==> config.mk <==
export PLATFORM = sky130hd
export DESIGN_NAME = serial_subtractor
export DESIGN_NICKNAME = d
export VERILOG_FILES = /design/src/rtl/serial_subtractor.sv
export SDC_FILE = /design/constraint.sdc
export NUM_CORES = 1
export LEC_CHECK = 0
export ABC_CLOCK_PERIOD_IN_PS = 7500
export CORE_AREA = 3 3 80 52
export DETAILED_ROUTE_END_ITERATION = 10
export DIE_AREA = 0 0 83 55
export PLACE_DENSITY = 0.9
export SYNTH_ARGS = -nofsm -noshare
export SYNTH_HDL_FRONTEND = slang
export SYNTH_SLANG_ARGS = --single-unit
export TNS_END_PERCENT = 5
==> constraint.sdc <==
create_clock -name clk -period 7.5 [get_ports clk]
set_input_delay 1.5 -clock clk [delete_from_list [all_inputs] [get_ports clk]]
set_output_delay 1.5 -clock clk [all_outputs]
set_load 0.03 [all_outputs]
==> src/rtl/serial_subtractor.sv <==
// Bit-serial subtractor: diff = (a - b - bin) mod 2^size, one bit per clock, LSB first.
// Build option: define SERIAL_SUBTRACTOR_SAT_EN to clamp an underflowing result to zero.
module serial_subtractor #(
  parameter int size = 8
) (
  input  logic            clk,
  input  logic            rst,
  input  logic            start,
  input  logic [size-1:0] a,
  input  logic [size-1:0] b,
  input  logic            bin,
  output logic            busy,
  output logic            done,
  output logic [size-1:0] diff,
  output logic            bout
);

  localparam int CW = (size > 1) ? $clog2(size) : 1;
  localparam logic [CW-1:0] LAST_BIT = CW'(size - 1);

  typedef enum logic [1:0] {
    IDLE  = 2'd0,
    SHIFT = 2'd1,
    DONE  = 2'd2
  } state_t;

  state_t          state_q, state_d;
  logic [size-1:0] a_q, a_d;
  logic [size-1:0] b_q, b_d;
  logic [size-1:0] res_q, res_d;
  logic [size-1:0] diff_q, diff_d;
  logic [CW-1:0]   cnt_q, cnt_d;
  logic            brw_q, brw_d;
  logic            bout_q, bout_d;
  logic            busy_q, busy_d;
  logic            done_q, done_d;
  logic [1:0]      fs_s;
  logic [size-1:0] res_upd_s;

  // Single-bit full subtractor: returns {borrow_out, difference_bit}.
  function automatic logic [1:0] fs_bit(input logic ai, input logic bi, input logic br);
    fs_bit = {(~ai & bi) | (~(ai ^ bi) & br), ai ^ bi ^ br};
  endfunction

  // Next-state, datapath update and output decode.
  always_comb begin
    state_d   = state_q;
    a_d       = a_q;
    b_d       = b_q;
    res_d     = res_q;
    diff_d    = diff_q;
    cnt_d     = cnt_q;
    brw_d     = brw_q;
    bout_d    = bout_q;
    fs_s      = fs_bit(a_q[cnt_q], b_q[cnt_q], brw_q);
    res_upd_s = res_q;
    res_upd_s[cnt_q] = fs_s[0];

    case (state_q)
      IDLE, DONE: begin
        if (start) begin
          state_d = SHIFT;
          a_d     = a;
          b_d     = b;
          brw_d   = bin;
          cnt_d   = {CW{1'b0}};
          res_d   = {size{1'b0}};
        end else begin
          state_d = IDLE;
        end
      end
      SHIFT: begin
        res_d = res_upd_s;
        brw_d = fs_s[1];
        if (cnt_q == LAST_BIT) begin
          state_d = DONE;
          cnt_d   = {CW{1'b0}};
          bout_d  = fs_s[1];
`ifdef SERIAL_SUBTRACTOR_SAT_EN
          diff_d  = fs_s[1] ? {size{1'b0}} : res_upd_s;
`else
          diff_d  = res_upd_s;
`endif
        end else begin
          cnt_d = cnt_q + CW'(1'b1);
        end
      end
      default: begin
        state_d = IDLE;
      end
    endcase

    busy_d = (state_d == SHIFT);
    done_d = (state_d == DONE);
  end

  // State and datapath registers with synchronous reset.
  always_ff @(posedge clk) begin
    if (rst) begin
      state_q <= IDLE;
      a_q     <= {size{1'b0}};
      b_q     <= {size{1'b0}};
      res_q   <= {size{1'b0}};
      diff_q  <= {size{1'b0}};
      cnt_q   <= {CW{1'b0}};
      brw_q   <= 1'b0;
      bout_q  <= 1'b0;
      busy_q  <= 1'b0;
      done_q  <= 1'b0;
    end else begin
      state_q <= state_d;
      a_q     <= a_d;
      b_q     <= b_d;
      res_q   <= res_d;
      diff_q  <= diff_d;
      cnt_q   <= cnt_d;
      brw_q   <= brw_d;
      bout_q  <= bout_d;
      busy_q  <= busy_d;
      done_q  <= done_d;
    end
  end

  assign busy = busy_q;
  assign done = done_q;
  assign diff = diff_q;
  assign bout = bout_q;

endmodule

==> results.toml <==
[power]
p_leak_nw = 0.8514
power.density_cell_area_nw_per_um2 = 215.6
vdd.ir_drop.worst_mv = 0.1432
power_w = 0.0004966

[synthesis]
dominantRegCellSynth = "sky130_fd_sc_hd__dfxtp_1"
synth_sequential_area_ratio = 0.4356
number_of_enable_type_register_cells_in_the_synthesized_netlist = 0
ys_seq_elements = 41
asyncSetResetFlopFracSynth = 0
yosys.area.top_type = "sky130_fd_sc_hd__dfxtp_1"
postSynthCellCount = 216
post-synth-top-area-fraction = 0.4356
synthDistinctLibCells = 34
synth_area_per_cell_um2 = 8.724
post_synth_instance_area_um2 = 1884
ys_warn_count = 0
synth_top_cells_by_area = "sky130_fd_sc_hd__dfxtp_1 44%, sky130_fd_sc_hd__nand2_1 7.4%, sky130_fd_sc_hd__a21oi_1 5.6%"
synth.net_count = 240

[sta]
finalHoldViolCount = 0
period_needed_ps = 3093
slew_worst_pin_ps = 1120
setup_ws_post_layout_ps = 4407
setup_viol = 0
timing.final.crit_share = 0.4125
maxClockFrequency_mhz = 323.3
rsz_0062_raised_after_global_routing = "no"
timing_max_transition_violations_final = 0
setup-tns-final_ps = 0
worst_slew_margin_rel = 0.2519
finalClockSkew_ps = 7.004

[cts]
cts_hold_buf = 0
cts_resized = 0
post_cts_clock_slew_at_the_launch_and_capture_registers_of_the_worst_setup_and_hold_paths_ps = 80
h_tree_depth_reported_by_cts = 2
clockBufferDepth = 2
cts-root-buf = "sky130_fd_sc_hd__clkbuf_8"
clock_sinks = 41
cts.repair_timing.setup_buffer_count = 0
cts_tree = "done"
tritoncts.num_buffers = 5
clock_insertion_delay_worst_skew_ps = 290

[setup_path]
worst-endpoint-required_ps = 7700
worst_path_dominant_cell_family = "simple AND/OR/NAND/NOR gates"
critical_path_depth = 4
worst_r2r_endpoint = "res_q[1]"
worst_r2r_startpoint = "cnt_q[1]"
critical_path_arrival_ps = 3300
largest_fanout_of_any_net_on_the_critical_path = 17
worstPathBufferInverterCount = 1
r2r_slack_ps = 4610
capture_point_of_the_critical_path = "brw_q"
timing.critical_path.slowest_cell_delay_ps = 880
timing_worst_setup_path_type = "primary input to flop"
startpoint_type_of_the_worst_setup_path = "primary input"
startpoint = "start"
worst-r2r-cell-count = 5
critPathSlowestCell = "sky130_fd_sc_hd__nor2b_1"
crit_path_cell_trace = "clkdlybuf4s50_1 -> nor2b_1 -> nand2_1 -> a311oi_1"
worst_setup_path_end_kind = "flop"

[final_layout]
total_area_of_multi_input_combinational_cells_um2 = 948.4
number_of_antenna_repair_diodes = 0
most-common-layout-cells = "41 x sky130_fd_sc_hd__dfxtp_1, 37 x sky130_fd_sc_hd__nand2_1, 30 x sky130_fd_sc_hd__clkdlybuf4s50_1, 21 x sky130_fd_sc_hd__a21oi_1, 20 x sky130_fd_sc_hd__nand3_1"
seq_area_um2 = 820.8
final_cells = 285
finish.utilization = 0.6524
post_route_cells_drive_above_1_share = 0.06723
area_delta_synth_final_pct = 22.24
layout.nets = 261
num-fill-cells = 294
final_common_cell = "sky130_fd_sc_hd__dfxtp_1"

[die]
die-width_um = 83
boundaryPins = 31
core_area_um2 = 3531
start_util = 0.5337
fp.dieH_um = 55
placementRows = 17
die_area_um2 = 4565

[grt]
initial_antenna_violation_count = 0
first_global_vias = 1465
grt_usage = 0.1872
grt_start_max_net_pins = 35
grt_first_pass_wirelength_mm = 6.651
gr-total-overflow = 0

[routing]
firstDrtPassIters = 4
ratio_of_routed_vias_to_standard_cells = 5.523
antenna_left = 0
drc_markers = 0
drt_iter0_drc = 61
wire_per_inst_um = 14.18
drt-total-wl_mm = 4.042
detailroute.via_count = 1574

[status]
run_status = "finished, final reports clean"

[placement]
placement.setup.worst_slack_ps = 4089
dpl.hpwl_mm = 2.606
gp_congestion = 0.7729
port-buffer-count = 30
numPlacedInstances = 277

[flow_run]
max_cap_viol_count = 0

[min_path]
min_path_type = "flop to flop"
[report_power, final]
group	leakage (nW)	switching (W)	internal, W	total [W]
logic	0.449	0.0000306	0.0000236	0.0000543
registers	0.334	0.00000719	0.000225	0.000233
clock network	0.0681	0.0000776	0.000132	0.000210
total	0.851	0.000115	0.000381	0.000497
[worst reg2reg max path, delay by kind of cell, from the launching register on]
kind,cells,cell delay [ps]
AOI/OAI and AO/OA,1,140
adders and majority gates,1,630
DFF,1,810
muxes,2,790
and+or+nand+nor,1,440
[synth_stat cells (2+ instances only)]
cell / count
sky130_fd_sc_hd__a21oi_1: 21
sky130_fd_sc_hd__a22o_1: 8
sky130_fd_sc_hd__a31oi_1: 9
sky130_fd_sc_hd__buf_2: 5
sky130_fd_sc_hd__clkbuf_1: 10
sky130_fd_sc_hd__dfxtp_1: 41
sky130_fd_sc_hd__ha_1: 3
sky130_fd_sc_hd__inv_1: 9
sky130_fd_sc_hd__mux2i_1: 10
sky130_fd_sc_hd__mux4_2: 2
sky130_fd_sc_hd__nand2_1: 37
sky130_fd_sc_hd__nand2b_1: 2
sky130_fd_sc_hd__nand3_1: 20
sky130_fd_sc_hd__nand3b_1: 6
sky130_fd_sc_hd__nor2_1: 2
sky130_fd_sc_hd__o21ai_0: 2
sky130_fd_sc_hd__o31ai_1: 2
sky130_fd_sc_hd__or3_1: 9
sky130_fd_sc_hd__or3b_4: 3
[per-stage QoR]
stage	instance area, um2	hold slack [ps]
after floorplan	1884	433.1
after global placement	2170	440.5
after detailed placement	2170	447.8
after CTS	2303	459.9
after global routing	2303	482.3
final	2303	454.3
[worst min path at each step]
| stage | from | endpoint | slack [ps] | cells after the start |
|---|---|---|---|---|
| after floorplan | a_q[4] | a_q[4] | 430 | 2 |
| after global placement | a_q[3] | a_q[3] | 440 | 2 |
| after detailed placement | a_q[2] | a_q[2] | 450 | 2 |
| after CTS | a_q[3] | a_q[3] | 460 | 2 |
| after global routing | a_q[0] | a_q[0] | 480 | 2 |
| final | a_q[3] | a_q[3] | 450 | 2 |
[metal layers]
metal  vias up  wire, um  GRT usage
li1        804         -          -
met1       730      2040     0.2356
met2        33      1749     0.3125
met3         7       205    0.05325
met4         0        47    0.07609
met5         -         0          0
[registers in the layout (all words and copies together), names as in the netlist]
register / count
cnt_q: 3
state_q: 2
brw_q: 1
diff: 8
done: 1
b_q: 8
bout: 1
a_q: 8
busy: 1
res_q: 8
[cells by family after synthesis]
group	after synthesis	share of synthesized area
AO/OA/AOI/OAI	47	0.1574
AND/OR/NAND/NOR	86	0.2384
multiplexers	12	0.07703
flip-flops	41	0.4356
buffers and inverters	26	0.06109
adder cells (fa/ha/maj)	4	0.03055
[cell type report]
type	instances	area share
multi-input combinational	149	0.4117
sequential	41	0.3563
timing repair buffer	31	0.1336
clock buffer	5	0.02988
clock inverter	3	0.02825
tap	47	0.02553
inverter	9	0.01467
Power figures use the tool's default switching activity.
==> RTL change: new RTL, same settings <==
The output `busy` loses its register stage (`busy_q` becomes a continuous assignment).
--- a/src/rtl/serial_subtractor.sv
+++ b/src/rtl/serial_subtractor.sv
@@ -105,7 +105,6 @@
       cnt_q   <= {CW{1'b0}};
       brw_q   <= 1'b0;
       bout_q  <= 1'b0;
-      busy_q  <= 1'b0;
       done_q  <= 1'b0;
     end else begin
       state_q <= state_d;
@@ -116,10 +115,11 @@
       cnt_q   <= cnt_d;
       brw_q   <= brw_d;
       bout_q  <= bout_d;
-      busy_q  <= busy_d;
       done_q  <= done_d;
     end
   end
+
+  assign busy_q = busy_d;
 
   assign busy = busy_q;
   assign done = done_q;
Behaviour: not the same (Yosys sat finds a counterexample within 4 cycles, from zero or initial values and one cycle with rst high).
==> RTL change against the unedited design <==
- worst setup slack lost 2.1 ns
- worst hold slack lost 0.0015 ns
- critical path depth grew 1
- area after synthesis grew 0.27%
- sequential cell count shrank 1
- fmax shrank 40%
- wire length grew 5.6%
- total power shrank 14%
- cell count grew 3.9%
- design area shrank 1.7%
- sequential share of layout area shrank 0.25 points
- clock power shrank 29%
- critical path type is now in2out
==> RTL change: results (changes against the unedited design) <==
* Top cells by count, synth: 49 x nand2_1, 40 x dfxtp_1, 29 x a21oi_1, 12 x clkbuf_1, 12 x nand2b_1 (was 41 x dfxtp_1, 37 x nand2_1, 21 x a21oi_1, 20 x nand3_1)
* Worst path slowest cell: clkdlybuf4s50_1 (was nor2b_1)
* Peak supply drop at 0.1156 mV (was 0.1432 mV)
* Largest net degree at the start of global routing at 41 (was 35)
* Syn-to-layout area delta at 19.80% (was 22.24%)
* Critical setup path kind: in2out (was in2reg)
* Hpwl dp at 2776 um (was 2606 um)
* Vias at 1706 (was 1574)
* CP endpoint: busy (was brw_q)
* GRT Util Overall at 19.82% (was 18.72%)
* Multi-In Gates at 170 (was 149)
* Register area at 800.8 sq um (was 820.8 sq um)
* Area post-placement at 2173 sq um (was 2170 sq um)
* Clk_lat worst skew at 0.31 ns (was 0.29 ns)
* Share of cells above drive strength 1 at 4.819% (was 6.723%)
* Fin cells at 296 (was 285)
* Run status: complete, no violations (unchanged)
* Worst r2r src: cnt_q[2] (was cnt_q[1])
* FF-to-FF setup slack at 4.27 ns (was 4.61 ns)
* Static Leakage at 0.7699 nW (was 0.8514 nW)
* Final non-clock buffer share at 13.60% (was 13.36%)
* Hold path start: a_q[0] (was a_q[3])
* Worst EP arrival at 3.66 ns (was 3.30 ns)
* Hold Path End: a_q[0] (was a_q[3])
* First-pass GRT wire length at 7100 um (was 6651 um)
* Layout net count at 272 (was 261)
* Largest fanout on the critical path at 29 (was 17)
* Vias in the first global route at 1507 (was 1465)
* R2r worst-path depth at 7 (was 5)
* Pre-CTS WS at 2.330 ns (was 4.089 ns)
* Slowest stage delay, CP at 0.68 ns (was 0.88 ns)
* Critical path's top delay family: buffers and inverters (was simple AND/OR/NAND/NOR gates)
* Share of the yosys chip area belonging to registers at 42.38% (was 43.56%)
* Inverters at 0 (was 9)
* Mapped Nets at 253 (was 240)
* Routed WL at 4267 um (was 4042 um)
* Post-Place Cells at 288 (was 277)
* Multi-input combinational area share at 44.44% (was 41.17%)
* RR Endpoint: res_q[6] (was res_q[1])
* Average size of a mapped cell at 8.250 sq um (was 8.724 sq um)
* # clk buffers at 8 (was 5)
* GP Congestion at 0.8328 (was 0.7729)
* Clock buf/inv share at 3.980% (was 5.812%)
* Max-Slew Margin vs Limit at 28.10% (was 25.19%)
* Hold_ws at 0.4528 ns (was 0.4543 ns)
* Drt initial violations at 159 (was 61)
* Crit path time final at 5.165 ns (was 3.093 ns)
* Number of synthesized register bits at 40 (was 41)
RTL change: cell count changes after synthesis, moves of 8 or more:
cell      delta
or3_1        -9
o221ai_1     +8
nand2b_1    +10
a21oi_1      +8
inv_1        -9
mux2i_1      -8
nand3_1      -9
nand2_1     +12
RTL change: power breakdown:
group	switching, mW	total, mW	internal, mW
registers	0.00778	0.227	0.220
logic	0.0279	0.0518	0.0239
clock network	0.0747	0.150	0.0750
total	0.110	0.429	0.319
RTL change: kinds of logic (layout without fill, tap and decap cells):
| group | count (synthesis) | after routing | synth area share [%] |
|---|---|---|---|
| fa+ha+maj | 4 | 4 | 3.047 |
| buf+inv | 19 | 39 | 4.370 |
| flops | 40 | 40 | 42.38 |
| mux | 4 | 4 | 2.252 |
| simple gates | 107 | 107 | 29.74 |
| compound gates | 55 | 55 | 18.21 |
RTL change: metal layers:
layer  GRT usage, %  up-vias  routed length (um)
met2          29.39       65                1747
met1          27.94      786                2077
li1               -      847                   -
met4          7.337        0                  72
met3          5.178        8                 370
met5              0        -                   0
